<file path="config.mk">
export PLATFORM = sky130hd
export DESIGN_NAME = diff_buff_flat
export DESIGN_NICKNAME = d
export VERILOG_FILES = /design/src/rtl/diff_pkg.sv /design/src/rtl/diff_buff_if.sv /design/src/rtl/diff_buff_addsub.sv /design/src/rtl/diff_buff.sv /design/src/flat_wrapper.sv
export SDC_FILE = /design/constraint.sdc
export NUM_CORES = 1
export LEC_CHECK = 0
export ABC_AREA = 1
export CELL_PAD_IN_SITES_DETAIL_PLACEMENT = 0
export CELL_PAD_IN_SITES_GLOBAL_PLACEMENT = 2
export CORE_MARGIN = 2
export CORE_UTILIZATION = 28
export CTS_CLUSTER_DIAMETER = 200
export DETAILED_ROUTE_END_ITERATION = 7
export HOLD_SLACK_MARGIN = 0.12
export MAX_ROUTING_LAYER = met4
export PLACE_DENSITY = 0.91
export SLEW_MARGIN = 20
export SYNTH_ARGS = -nofsm -noshare
export SYNTH_HDL_FRONTEND = slang
export SYNTH_HIERARCHICAL = 1
export SYNTH_SLANG_ARGS = --single-unit
</file>
<file path="constraint.sdc">
create_clock -name Clk -period 11.3 [get_ports Clk]
set_clock_uncertainty 0.15 [all_clocks]
set_input_delay 2.26 -clock Clk [delete_from_list [all_inputs] [get_ports Clk]]
set_output_delay 2.26 -clock Clk [all_outputs]
set_load 0.02 [all_outputs]
</file>
<file path="src/rtl/diff_pkg.sv">
// Shared definitions for the backward-difference buffer: default data
// width, output-register state encoding and saturation limits.
package diff_pkg;

  localparam int DEFAULT_WIDTH = 16;

  typedef enum logic {
    EMPTY = 1'b0,
    FULL  = 1'b1
  } state_t;

  // Most positive / most negative two's-complement values at DEFAULT_WIDTH.
  localparam logic [DEFAULT_WIDTH-1:0] SAT_MAX = {1'b0, {(DEFAULT_WIDTH-1){1'b1}}};
  localparam logic [DEFAULT_WIDTH-1:0] SAT_MIN = {1'b1, {(DEFAULT_WIDTH-1){1'b0}}};

endpackage

</file>
<file path="src/rtl/diff_buff_if.sv">
// Valid/ready stream bundle for diff_buff: the accumulated-value input side
// and the difference output side. slave is the buffer's view, master is the
// view of whatever drives samples in and consumes differences.
interface diff_buff_if import diff_pkg::*; #(
  parameter int WIDTH = DEFAULT_WIDTH
);

  logic             in_valid;
  logic             in_ready;
  logic [WIDTH-1:0] inputData;
  logic             out_valid;
  logic             out_ready;
  logic [WIDTH-1:0] outputData;

  modport slave (
    input  in_valid,
    input  inputData,
    output in_ready,
    output out_valid,
    output outputData,
    input  out_ready
  );

  modport master (
    output in_valid,
    output inputData,
    input  in_ready,
    input  out_valid,
    input  outputData,
    output out_ready
  );

endinterface

</file>
<file path="src/rtl/diff_buff_addsub.sv">
// Fixed-point adder/subtractor in generate/propagate form.
// op=0: sum = a + b ; op=1: sum = a - b (b inverted, carry-in set).
// overflowFlag is the signed overflow of the WIDTH-bit result.
module FixedPoint_AdderSub_CarryLookAhead #(
  parameter int WIDTH = 16
) (
  input  logic [WIDTH-1:0] a,
  input  logic [WIDTH-1:0] b,
  input  logic             op,
  output logic [WIDTH-1:0] sum,
  output logic             overflowFlag
);

  logic [WIDTH-1:0] b_eff;
  logic [WIDTH-1:0] gen;
  logic [WIDTH-1:0] prop;
  logic [WIDTH:0]   carry;

  assign b_eff = b ^ {WIDTH{op}};
  assign gen   = a & b_eff;
  assign prop  = a ^ b_eff;

  // Carry chain expressed from generate/propagate terms.
  always_comb begin
    carry[0] = op;
    for (int i = 0; i < WIDTH; i++) begin
      carry[i+1] = gen[i] | (prop[i] & carry[i]);
    end
  end

  assign sum          = prop ^ carry[WIDTH-1:0];
  assign overflowFlag = carry[WIDTH] ^ carry[WIDTH-1];

endmodule

</file>
<file path="src/rtl/diff_buff.sv">
// Backward-difference buffer: turns a stream of accumulated values x[n]
// into increments d[n] = x[n] - x[n-1] with x[-1] = 0, one-deep output
// register, full throughput under valid/ready on both sides.
// Optional macro DIFF_SAT_EN: saturate overflowing differences instead of
// emitting the wrapped result.
//
//   state | meaning
//   EMPTY | output register holds no data
//   FULL  | output register holds d[n] awaiting out_ready
module diff_buff import diff_pkg::*; #(
  parameter int WIDTH     = DEFAULT_WIDTH,
  parameter int CNT_WIDTH = 8
) (
  input  logic                 Clk,
  input  logic                 reset,
  input  logic                 enable,
  input  logic                 clear,
  diff_buff_if.slave           bus,
  output logic                 overflowFlag,
  output logic [CNT_WIDTH-1:0] sampleCount
);

  state_t           state;
  state_t           state_next;
  logic [WIDTH-1:0] prev;
  logic [WIDTH-1:0] dout;
  logic [WIDTH-1:0] diff_wrap;
  logic [WIDTH-1:0] diff_out;
  logic             sub_ovf;
  logic             accept;
  logic             retire;

  FixedPoint_AdderSub_CarryLookAhead #(
    .WIDTH(WIDTH)
  ) u_sub (
    .a           (bus.inputData),
    .b           (prev),
    .op          (1'b1),
    .sum         (diff_wrap),
    .overflowFlag(sub_ovf)
  );

`ifdef DIFF_SAT_EN
  // Clamp to the rail matching the sign of the incoming value on overflow.
  always_comb begin
    diff_out = diff_wrap;
    if (sub_ovf) begin
      diff_out = bus.inputData[WIDTH-1] ? SAT_MIN : SAT_MAX;
    end
  end
`else
  assign diff_out = diff_wrap;
`endif

  // clear blocks intake so a sample arriving with it is not half-absorbed.
  assign bus.in_ready   = enable & ~clear & ((state == EMPTY) | bus.out_ready);
  assign bus.out_valid  = (state == FULL);
  assign bus.outputData = dout;

  assign accept = bus.in_valid & bus.in_ready;
  assign retire = bus.out_valid & bus.out_ready & enable & ~clear;

  // State register.
  always_ff @(posedge Clk) begin
    if (!reset) begin
      state <= EMPTY;
    end else begin
      state <= state_next;
    end
  end

  // Next state: accept refills (even while retiring), lone retire empties.
  always_comb begin
    state_next = state;
    if (clear) begin
      state_next = EMPTY;
    end else if (accept) begin
      state_next = FULL;
    end else if (retire) begin
      state_next = EMPTY;
    end
  end

  // Datapath: previous value, output register, sticky overflow, counter.
  always_ff @(posedge Clk) begin
    if (!reset) begin
      prev         <= '0;
      dout         <= '0;
      overflowFlag <= 1'b0;
      sampleCount  <= '0;
    end else if (clear) begin
      prev         <= '0;
      overflowFlag <= 1'b0;
      sampleCount  <= '0;
    end else begin
      if (accept) begin
        dout <= diff_out;
        prev <= bus.inputData;
        if (sub_ovf) begin
          overflowFlag <= 1'b1;
        end
      end
      if (retire) begin
        sampleCount <= sampleCount + 1'b1;
      end
    end
  end

endmodule
</file>
<file path="src/flat_wrapper.sv">
// flat-port wrapper written by rule: the top's interface ports become plain ports
module diff_buff_flat import diff_pkg::*;
#(
  parameter int WIDTH     = DEFAULT_WIDTH,
  parameter int CNT_WIDTH = 8
)
  (Clk, reset, enable, clear, overflowFlag, sampleCount, bus_in_valid, bus_inputData, bus_in_ready, bus_out_valid, bus_outputData, bus_out_ready);
  diff_buff_if #(.WIDTH(WIDTH)) bus_i ();
  input  logic Clk;
  input  logic reset;
  input  logic enable;
  input  logic clear;
  output logic overflowFlag;
  output logic [CNT_WIDTH-1:0] sampleCount;
  input wire logic [$bits(bus_i.in_valid)-1:0] bus_in_valid;
  input wire logic [$bits(bus_i.inputData)-1:0] bus_inputData;
  output wire logic [$bits(bus_i.in_ready)-1:0] bus_in_ready;
  output wire logic [$bits(bus_i.out_valid)-1:0] bus_out_valid;
  output wire logic [$bits(bus_i.outputData)-1:0] bus_outputData;
  input wire logic [$bits(bus_i.out_ready)-1:0] bus_out_ready;
  assign bus_i.in_valid = bus_in_valid;
  assign bus_i.inputData = bus_inputData;
  assign bus_in_ready = bus_i.in_ready;
  assign bus_out_valid = bus_i.out_valid;
  assign bus_outputData = bus_i.outputData;
  assign bus_i.out_ready = bus_out_ready;
  diff_buff #(.WIDTH(WIDTH), .CNT_WIDTH(CNT_WIDTH)) u_core (.Clk(Clk), .reset(reset), .enable(enable), .clear(clear), .bus(bus_i), .overflowFlag(overflowFlag), .sampleCount(sampleCount));
endmodule
</file>
==> flow_summary.toml, run 1 <==
[drt]
vias = 2207
drt-initial-drc-count = 38
drc = 0
ant_nets = 0
routed_wire_length_per_instance_um = 9.49
drt-total-wl_um = 5300
firstDrtPassIters = 4
vias_per_cell = 3.96

[sta]
relSlewSlack_pct = 44.4
finalMaxSlewViolations = 0
worstMarginPinSlew_ns = 0.833
tns_ns = 0
rsz0062_at_grt = "no"
finalWorstSetupSlack_ns = 2.16
fmax_ghz = 0.109
finalCritPeriodShare_pct = 80.9
hold_violations = 0
period_needed_ns = 9.14
finalSetupViolations = 0
hold_ws_ns = 0.322

[synth]
ys.warnings.count = 6
ys_async_sr_fraction_pct = 0
synthFlopType = "dfxtp_1"
synth_area_per_cell_um2 = 6.43
synth_nets = 443
ys_types = 22
ys_ff_latch = 42
synth_cells = 405
synth_top_area_cell = "dfxtp_1"
yosys.area.top_type_share_pct = 32.3
synth-edff-count = 0
synth_area_leaders = "dfxtp_1, nand2_1, inv_1"
synth-seq-area-share_pct = 32.3
synth_area_um2 = 2600

[power_and_ir_drop]
p_per_area_nw_per_um2 = 103
power.leakage_nw = 1.60
max-vdd-ir-drop_mv = 0.0467
power.total_mw = 0.328

[global_route]
grt_util_all_layers_pct = 11.7
grt_pass1_vias = 2043
grt_max_degree = 47
grt_pass1_wl_um = 9140
gr-total-overflow = 0
antenna_found_initial = 0

[clocking]
cts_resized = 0
post_cts_buffers = 0
htreeDepth = 2
clock-sinks = 42
cts_buffer_depth = 2
numCtsBuffers = 5
cts_hold_buf = 0
path_clk_slew_ns = 0.09
cts_tree = "yes"
worstSkewPairLatency_ns = 0.30
clock-root-buffer = "clkbuf_8"

[worst_setup_path]
crit_type = "in -> reg"
r2r-end = "u_core/overflowFlag$_SDFFE_PP0P_"
crit_fanout = 3
reg2reg_depth = 22
r2r_slack_ns = 4.31
r2r-start = "u_core/prev[1]$_SDFFE_PP0P_"
required_ns = 11.38
arrival_ns = 9.23
start_kind = "input port"
end_kind = "register"

[final_layout]
fin_nets = 484
area_growth_pct = 22.3
utilization_pct = 34.8
drive_gt1_share_pct = 4.47
final_cells = 558
n_antenna_cell = 0
stdcell_area_um2 = 3190

[min_path]
hold_start = "u_core/overflowFlag$_SDFFE_PP0P_"
hold_depth = 2
min_to = "u_core/overflowFlag$_SDFFE_PP0P_"
hp-class = "reg -> reg"

[placed_design]
placed_cell_area_um2 = 3090
io_buffers = 48
routabilityCongestion = 0.792
place_inst = 550
preCtsSetupSlack_ns = 1.84
dpl.hpwl_um = 3760

[run_status]
run_status = "finished clean"

[die]
die_y_um = 100
chipWidth_um = 100
coreArea_um2 = 9150
rows = 35
initial_core_util_pct = 28.5
die-area_um2 = 10100
pin_count = 49

[run]
drv_cap = 0
[sequential cells by signal, indices dropped and copies added (netlist names)]
signal                 count
u_core/bus.out_valid       1
u_core/prev               16
u_core/bus.outputData     16
u_core/sampleCount         8
u_core/overflowFlag        1
[critical path, stage by stage]
cell	delay (ns)
clkdlybuf4s50_1	0.50
inv_1	0.05
nand2_1	0.07
nand2_1	0.07
fa_1	0.39
fa_1	0.39
fa_1	0.39
fa_1	0.38
fa_1	0.39
fa_1	0.39
fa_1	0.40
fa_1	0.40
fa_1	0.39
fa_1	0.42
fa_1	0.41
fa_1	0.39
fa_1	0.38
fa_1	0.42
fa_1	0.39
inv_1	0.06
nand2_1	0.04
nand2_1	0.05
nand4_1	0.09
a21oi_1	0.12
[cells in the mapped netlist (2+ instances only)]
master	instances
buf_2	2
inv_1	95
buf_4	5
nand4_1	4
a21oi_1	7
nand3_1	6
nand2_2	6
inv_2	2
buf_6	5
nor2_1	74
fa_1	15
nand2_1	133
dfxtp_1	42
[power breakdown]
group / switching (mW) / internal (mW) / total [mW]
combinational: 0.0376 / 0.0292 / 0.0668
sequential: 0.00252 / 0.153 / 0.155
clock: 0.0567 / 0.0492 / 0.106
total: 0.0968 / 0.231 / 0.328
[cell type report]
cell class                 count  area [µm²]
fill                         991        5970
clock inverter                 2        12.5
clock buffer                   6        82.6
multi-input combinational    250        1250
timing repair buffer          49         488
tap                          111         139
inverter                      98         375
sequential                    42         841
[cells in the final DEF, fill, tap and decap left out, types with 2 or more instances in the layout]
| cell | n |
|---|---|
| clkdlybuf4s50_1 | 48 |
| dfxtp_1 | 42 |
| nand2_2 | 6 |
| inv_1 | 95 |
| a21oi_1 | 7 |
| fa_1 | 15 |
| nand3_1 | 6 |
| nor2_1 | 74 |
| nand2_1 | 133 |
| nand4_1 | 4 |
| inv_2 | 2 |
| clkbuf_8 | 6 |
[logic make-up (layout without fill, tap and decap cells)]
kind of cell    after synthesis  after routing  share of synthesized area [%]
simple gates                225            225                           34.2
buf+inv                     113            155                           19.8
flops                        42             42                           32.3
fa+ha+maj                    16             16                           12.0
compound gates                8              8                           1.54
other cells                   1              1                          0.144
[layer usage]
layer,global-route usage [%],routed length [µm],vias to the layer above
li1,-,-,1209
met1,13.7,2490,962
met2,20.0,2580,30
met3,2.57,166,6
met4,3.48,57,0
met5,-,0,-
[worst max path at each step]
| stage | slack (ns) | startpoint | endpoint |
|---|---|---|---|
| after floorplan | 2.62 | bus_inputData[0] | u_core/overflowFlag$_SDFFE_PP0P_ |
| after global placement | 1.89 | bus_inputData[0] | u_core/overflowFlag$_SDFFE_PP0P_ |
| after detailed placement | 1.84 | bus_inputData[0] | u_core/overflowFlag$_SDFFE_PP0P_ |
| after CTS | 2.13 | bus_inputData[0] | u_core/overflowFlag$_SDFFE_PP0P_ |
| after global routing | 1.90 | bus_inputData[0] | u_core/overflowFlag$_SDFFE_PP0P_ |
| final | 2.16 | bus_inputData[0] | u_core/overflowFlag$_SDFFE_PP0P_ |
Note: power is estimated with default switching activity, not from simulation.
==> run 2, diff against run 1 <==
- CORE_UTILIZATION: 28 -> 25
- PLACE_DENSITY: 0.91 -> 0.87
- clock period: 11.3 -> 7.6 ns (I/O delays scaled with it)
==> run 2 against run 1 <==
Compared with the run above:
- first-iteration DRC count is 45% higher
- global-route usage is 0.70 points lower
- routed wire length is 8.0% higher
- sequential share of layout area is 0.72 points lower
- die area is 12% higher
- non-clock buffer count is 3 higher
- via count is 2.0% higher
- utilization is 2.8 points lower
- largest power group unchanged
- highest routed layer unchanged
==> flow_summary.toml, run 2 (synthesis gave the netlist of run 1 again) <==
[run_status]
run_status = "finished clean"

[die]
pin_count = 49
initial_core_util_pct = 25.5
die-area_um2 = 11300
die_y_um = 106
chipWidth_um = 106
rows = 37
coreArea_um2 = 10200

[sta]
worstMarginPinSlew_ns = 0.869
finalWorstSetupSlack_ns = 0.215
tns_ns = 0
relSlewSlack_pct = 42.0
hold_ws_ns = 0.320
finalSetupViolations = 0
finalCritPeriodShare_pct = 97.2
rsz0062_at_grt = "no"
fmax_ghz = 0.135
hold_violations = 0
period_needed_ns = 7.38
finalMaxSlewViolations = 0

[worst_setup_path]
timing.critical_path.cells = "clkdlybuf4s15_1, inv_2, fa_2, fa_2, fa_2, fa_2, fa_2, fa_2, fa_2, fa_2, fa_2, fa_2, fa_2, fa_2, fa_2, fa_2, fa_2, inv_1, nor2_1, nor2_1"
critPathTopFamily = "adder cells"
crit_slowest_cell = "fa_2"
crit_path_max_incr_delay_ns = 0.52
r2r-end = "u_core/bus.outputData[15]$_SDFFE_PN0P_"
cp-startpoint = "bus_inputData[1]"
r2r-start = "u_core/prev[1]$_SDFFE_PP0P_"
reg2reg_depth = 20
arrival_ns = 7.43
critPathBufInv = 3
crit_type = "in -> reg"
crit_fanout = 2
r2r_slack_ns = 1.24
crit_top_cell = "fa_2"
required_ns = 7.64
start_kind = "input port"
end_kind = "register"

[power_and_ir_drop]
p_per_area_nw_per_um2 = 150
power.total_mw = 0.492
power.leakage_nw = 1.61
max-vdd-ir-drop_mv = 0.0714

[drt]
routed_wire_length_per_instance_um = 9.76
drt-initial-drc-count = 55
drt-total-wl_um = 5720
drc = 0
vias = 2251
firstDrtPassIters = 4
ant_nets = 0
vias_per_cell = 3.84

[global_route]
grt_pass1_vias = 2162
grt_pass1_wl_um = 9740
antenna_found_initial = 0
grt_max_degree = 49
gr-total-overflow = 0
grt_util_all_layers_pct = 11.0

[placed_design]
dpl.hpwl_um = 4060
io_buffers = 48
routabilityCongestion = 0.721
preCtsSetupSlack_ns = -0.732

[final_layout]
n_antenna_cell = 0
fill_cells = 1119
area_growth_pct = 25.7
mostFrequentLayoutCell = "nand2_1"
fin_nets = 487
layout_common_cells = "nand2_1, inv_1, nor2_1, clkdlybuf4s50_1, dfxtp_1"
drive_gt1_share_pct = 9.11

[clocking]
path_clk_slew_ns = 0.09
cts_tree = "yes"
clock-sinks = 42
worstSkewPairLatency_ns = 0.29
clock-root-buffer = "clkbuf_8"
cts_buffer_depth = 2
htreeDepth = 2
numCtsBuffers = 5

[min_path]
min_to = "u_core/overflowFlag$_SDFFE_PP0P_"
hp-class = "reg -> reg"
hold_start = "u_core/overflowFlag$_SDFFE_PP0P_"
hold_depth = 2

[run]
drv_cap = 0
-- run 2: changes by cell type in the layout (fill, tap and decap cells not counted), sizes merged --
cell,previous run,this run
buf,1,4
clkdlybuf4s50,48,46
clkbuf,6,7
clkdlybuf4s15,0,1
-- run 2: power breakdown --
group          internal (mW)  switching (mW)  total (mW)
sequential             0.227         0.00380       0.231
clock                 0.0732          0.0812       0.154
combinational         0.0475          0.0594       0.107
total                  0.348           0.144       0.492
-- run 2: worst max path at each step --
stage                                              to  slack (ns)  depth (start not counted)
2_1_floorplan        u_core/overflowFlag$_SDFFE_PP0P_        0.02                         23
3_3_place_gp         u_core/overflowFlag$_SDFFE_PP0P_       -0.64                         24
3_5_place_dp         u_core/overflowFlag$_SDFFE_PP0P_       -0.73                         24
4_1_cts        u_core/bus.outputData[15]$_SDFFE_PN0P_        0.12                         22
5_1_grt        u_core/bus.outputData[15]$_SDFFE_PN0P_        0.03                         20
6_report       u_core/bus.outputData[15]$_SDFFE_PN0P_        0.22                         20
-- run 2: area by class of cell --
type                       count  area [µm²]  share of cell area [%]
clock buffer                   6        82.6                    2.52
clock inverter                 2        12.5                   0.382
inverter                      98         375                    11.5
tap                          136         170                    5.20
multi-input combinational    250        1290                    39.3
timing repair buffer          52         505                    15.4
sequential                    42         841                    25.7
-- run 2: timing repair --
action,4_1_cts,5_1_grt
pin swaps,1,0
resized for setup,9,4
setup buffers,0,1
setup endpoints to repair,3,2
hold buffers,0,0
-- run 2: metrics by stage --
stage | std cells | utilization [%] | cell area, µm²
2_1_floorplan | 405 | - | 2630
3_3_place_gp | 577 | 30.9 | 3160
3_5_place_dp | 577 | 30.9 | 3160
4_1_cts | 585 | 31.9 | 3270
5_1_grt | 586 | 32.0 | 3270
6_report | 586 | 32.0 | 3270
-- run 2: routing by layer --
| metal | track usage (%) | share of wire, % |
|---|---|---|
| met1 | 12.6 | 47 |
| met2 | 19.3 | 49 |
| met3 | 2.39 | 3.2 |
| met4 | 3.10 | 0.96 |
| met5 | - | 0 |
-- run 2: tightest hold or removal path: cells and delay by family, from the launching register on --
family | cells | cell delay (ns)
AOI/OAI and AO/OA | 1 | 0.05
buffers and inverters | 1 | 0.05
DFF | 1 | 0.33
==> run 3, diff against run 2 <==
- RECOVER_POWER: unset -> 25
==> run 3 against run 2 <==
Compared with the run above:
- die area did not move
- clock-buffer cell count is the same
- routed wire length is essentially flat
- utilization unchanged
- fmax unchanged
- sequential cell count did not move
- final cell count unchanged
- register-to-register slack is essentially flat
- total power down 0.41%
- critical path type unchanged
==> flow_summary.toml, run 3 (synthesis gave the netlist of run 1 again) <==
[final_layout]
drive_gt1_share_pct = 9.11
layout_common_cells = "nand2_1, inv_1, nor2_1, dfxtp_1, clkdlybuf4s50_1"
fin_nets = 487
mostFrequentLayoutCell = "nand2_1"
area_growth_pct = 25.7
stdcell_area_um2 = 3270
n_antenna_cell = 0
final_cells = 586

[clocking]
worstSkewPairLatency_ns = 0.29
clock-root-buffer = "clkbuf_8"
cts_buffer_depth = 2
htreeDepth = 2
cts_hold_buf = 0
clock-sinks = 42
numCtsBuffers = 5
cts_tree = "yes"
path_clk_slew_ns = 0.09

[power_and_ir_drop]
p_int_mw = 0.346
swShare_pct = 29.4
pwr-share-comb_pct = 21.5
p_per_area_nw_per_um2 = 150
seqPwrFrac_pct = 47.0
power.leakage_nw = 1.65
p_clk_share_pct = 31.5
max-vdd-ir-drop_mv = 0.0713
p_switching_mw = 0.144

[sta]
finalWorstSetupSlack_ns = 0.215
finalMaxSlewViolations = 0
fmax_ghz = 0.135
finalCritPeriodShare_pct = 97.2
hold_violations = 0
rsz0062_at_grt = "no"
relSlewSlack_pct = 41.8
finalSetupViolations = 0
worstMarginPinSlew_ns = 0.871
period_needed_ns = 7.38

[die]
initial_core_util_pct = 25.5
pin_count = 49
die_y_um = 106
coreArea_um2 = 10200
rows = 37
die-area_um2 = 11300
chipWidth_um = 106

[drt]
drc = 0
ant_nets = 0
firstDrtPassIters = 4
drt-total-wl_um = 5720
vias_per_cell = 3.84
vias = 2250
routed_wire_length_per_instance_um = 9.75
drt-initial-drc-count = 60

[min_path]
hp-class = "reg -> reg"

[global_route]
antenna_found_initial = 0
gr-total-overflow = 0
grt_pass1_wl_um = 9740
grt_max_degree = 49
grt_pass1_vias = 2162
grt_util_all_layers_pct = 11.0

[placed_design]
placed_cell_area_um2 = 3160
preCtsSetupSlack_ns = -0.732
place_inst = 577
dpl.hpwl_um = 4060
routabilityCongestion = 0.721
io_buffers = 48

[worst_setup_path]
r2r_slack_ns = 1.24
arrival_ns = 7.43
cp-startpoint = "bus_inputData[1]"
endpoint = "u_core/bus.outputData[15]$_SDFFE_PN0P_"
r2r-start = "u_core/prev[1]$_SDFFE_PP0P_"
r2r-end = "u_core/bus.outputData[15]$_SDFFE_PN0P_"
required_ns = 7.64
start_kind = "input port"
crit_fanout = 2
reg2reg_depth = 20
end_kind = "register"
crit_type = "in -> reg"

[run]
drv_cap = 0

[run_status]
run_status = "finished clean"
-- run 3: cell types whose count changed in the layout (fill, tap and decap cells not counted) --
cell / delta
dlygate4sd3_1: +16
clkdlybuf4s50_1: -16
-- run 3: layout make-up --
class / count / area, µm²
inverter: 98 / 375
clock inverter: 2 / 12.5
sequential: 42 / 841
multi-input combinational: 250 / 1290
timing repair buffer: 52 / 505
fill: 1119 / 6960
clock buffer: 6 / 82.6
tap: 136 / 170
-- run 3: worst min path at each step --
stage,startpoint,end,slack [ns],depth (start not counted)
finish,u_core/overflowFlag$_SDFFE_PP0P_,u_core/overflowFlag$_SDFFE_PP0P_,0.32,2
global route,u_core/overflowFlag$_SDFFE_PP0P_,u_core/overflowFlag$_SDFFE_PP0P_,0.37,2
CTS,u_core/overflowFlag$_SDFFE_PP0P_,u_core/overflowFlag$_SDFFE_PP0P_,0.33,2
detailed placement,u_core/overflowFlag$_SDFFE_PP0P_,u_core/overflowFlag$_SDFFE_PP0P_,0.32,2
global placement,u_core/overflowFlag$_SDFFE_PP0P_,u_core/overflowFlag$_SDFFE_PP0P_,0.31,2
floorplan,u_core/prev[0]$_SDFFE_PP0P_,u_core/prev[0]$_SDFFE_PP0P_,0.35,4
-- run 3: critical path: stages --
cell             delay, ns
clkdlybuf4s15_1       0.19
inv_2                 0.05
fa_2                  0.39
fa_2                  0.35
fa_2                  0.34
fa_2                  0.34
fa_2                  0.35
fa_2                  0.34
fa_2                  0.36
fa_2                  0.35
fa_2                  0.35
fa_2                  0.36
fa_2                  0.36
fa_2                  0.35
fa_2                  0.35
fa_2                  0.36
fa_2                  0.52
inv_1                 0.04
nor2_1                0.09
nor2_1                0.06
-- run 3: power groups by stage --
stage          Combinational [mW]  Sequential [mW]  Clock, mW
2_1_floorplan              0.0647            0.242          0
3_3_place_gp                0.104            0.236          0
3_5_place_dp                0.104            0.236          0
4_1_cts                     0.107            0.231      0.165
5_1_grt                     0.121            0.232      0.172
6_report                    0.105            0.230      0.154
-- run 3: through the flow --
step | power, mW | setup TNS (ns) | hold WS (ns) | util, %
2_1_floorplan | 0.307 | 0 | 0.352 | -
3_3_place_gp | 0.340 | -1.54 | 0.309 | 30.9
3_5_place_dp | 0.340 | -1.74 | 0.316 | 30.9
4_1_cts | 0.503 | 0 | 0.331 | 31.9
5_1_grt | 0.525 | 0 | 0.368 | 32.0
6_report | 0.490 | 0 | 0.320 | 32.0
-- run 3: layer usage --
| metal | GRT usage [%] | share of wire, % | routed length [µm] |
|---|---|---|---|
| met5 | - | 0 | 0 |
| met4 | 3.10 | 0.96 | 55 |
| met3 | 2.39 | 3.2 | 185 |
| met2 | 19.3 | 49 | 2790 |
| met1 | 12.6 | 47 | 2690 |
-- run 3: timing repair --
| item | in CTS | in global routing |
|---|---|---|
| pin swaps | 1 | 0 |
| hold endpoints to repair | 0 | 0 |
| buffers inserted | 0 | 1 |
| gates resized for setup | 9 | 4 |
| endpoints found under the setup margin | 3 | 2 |
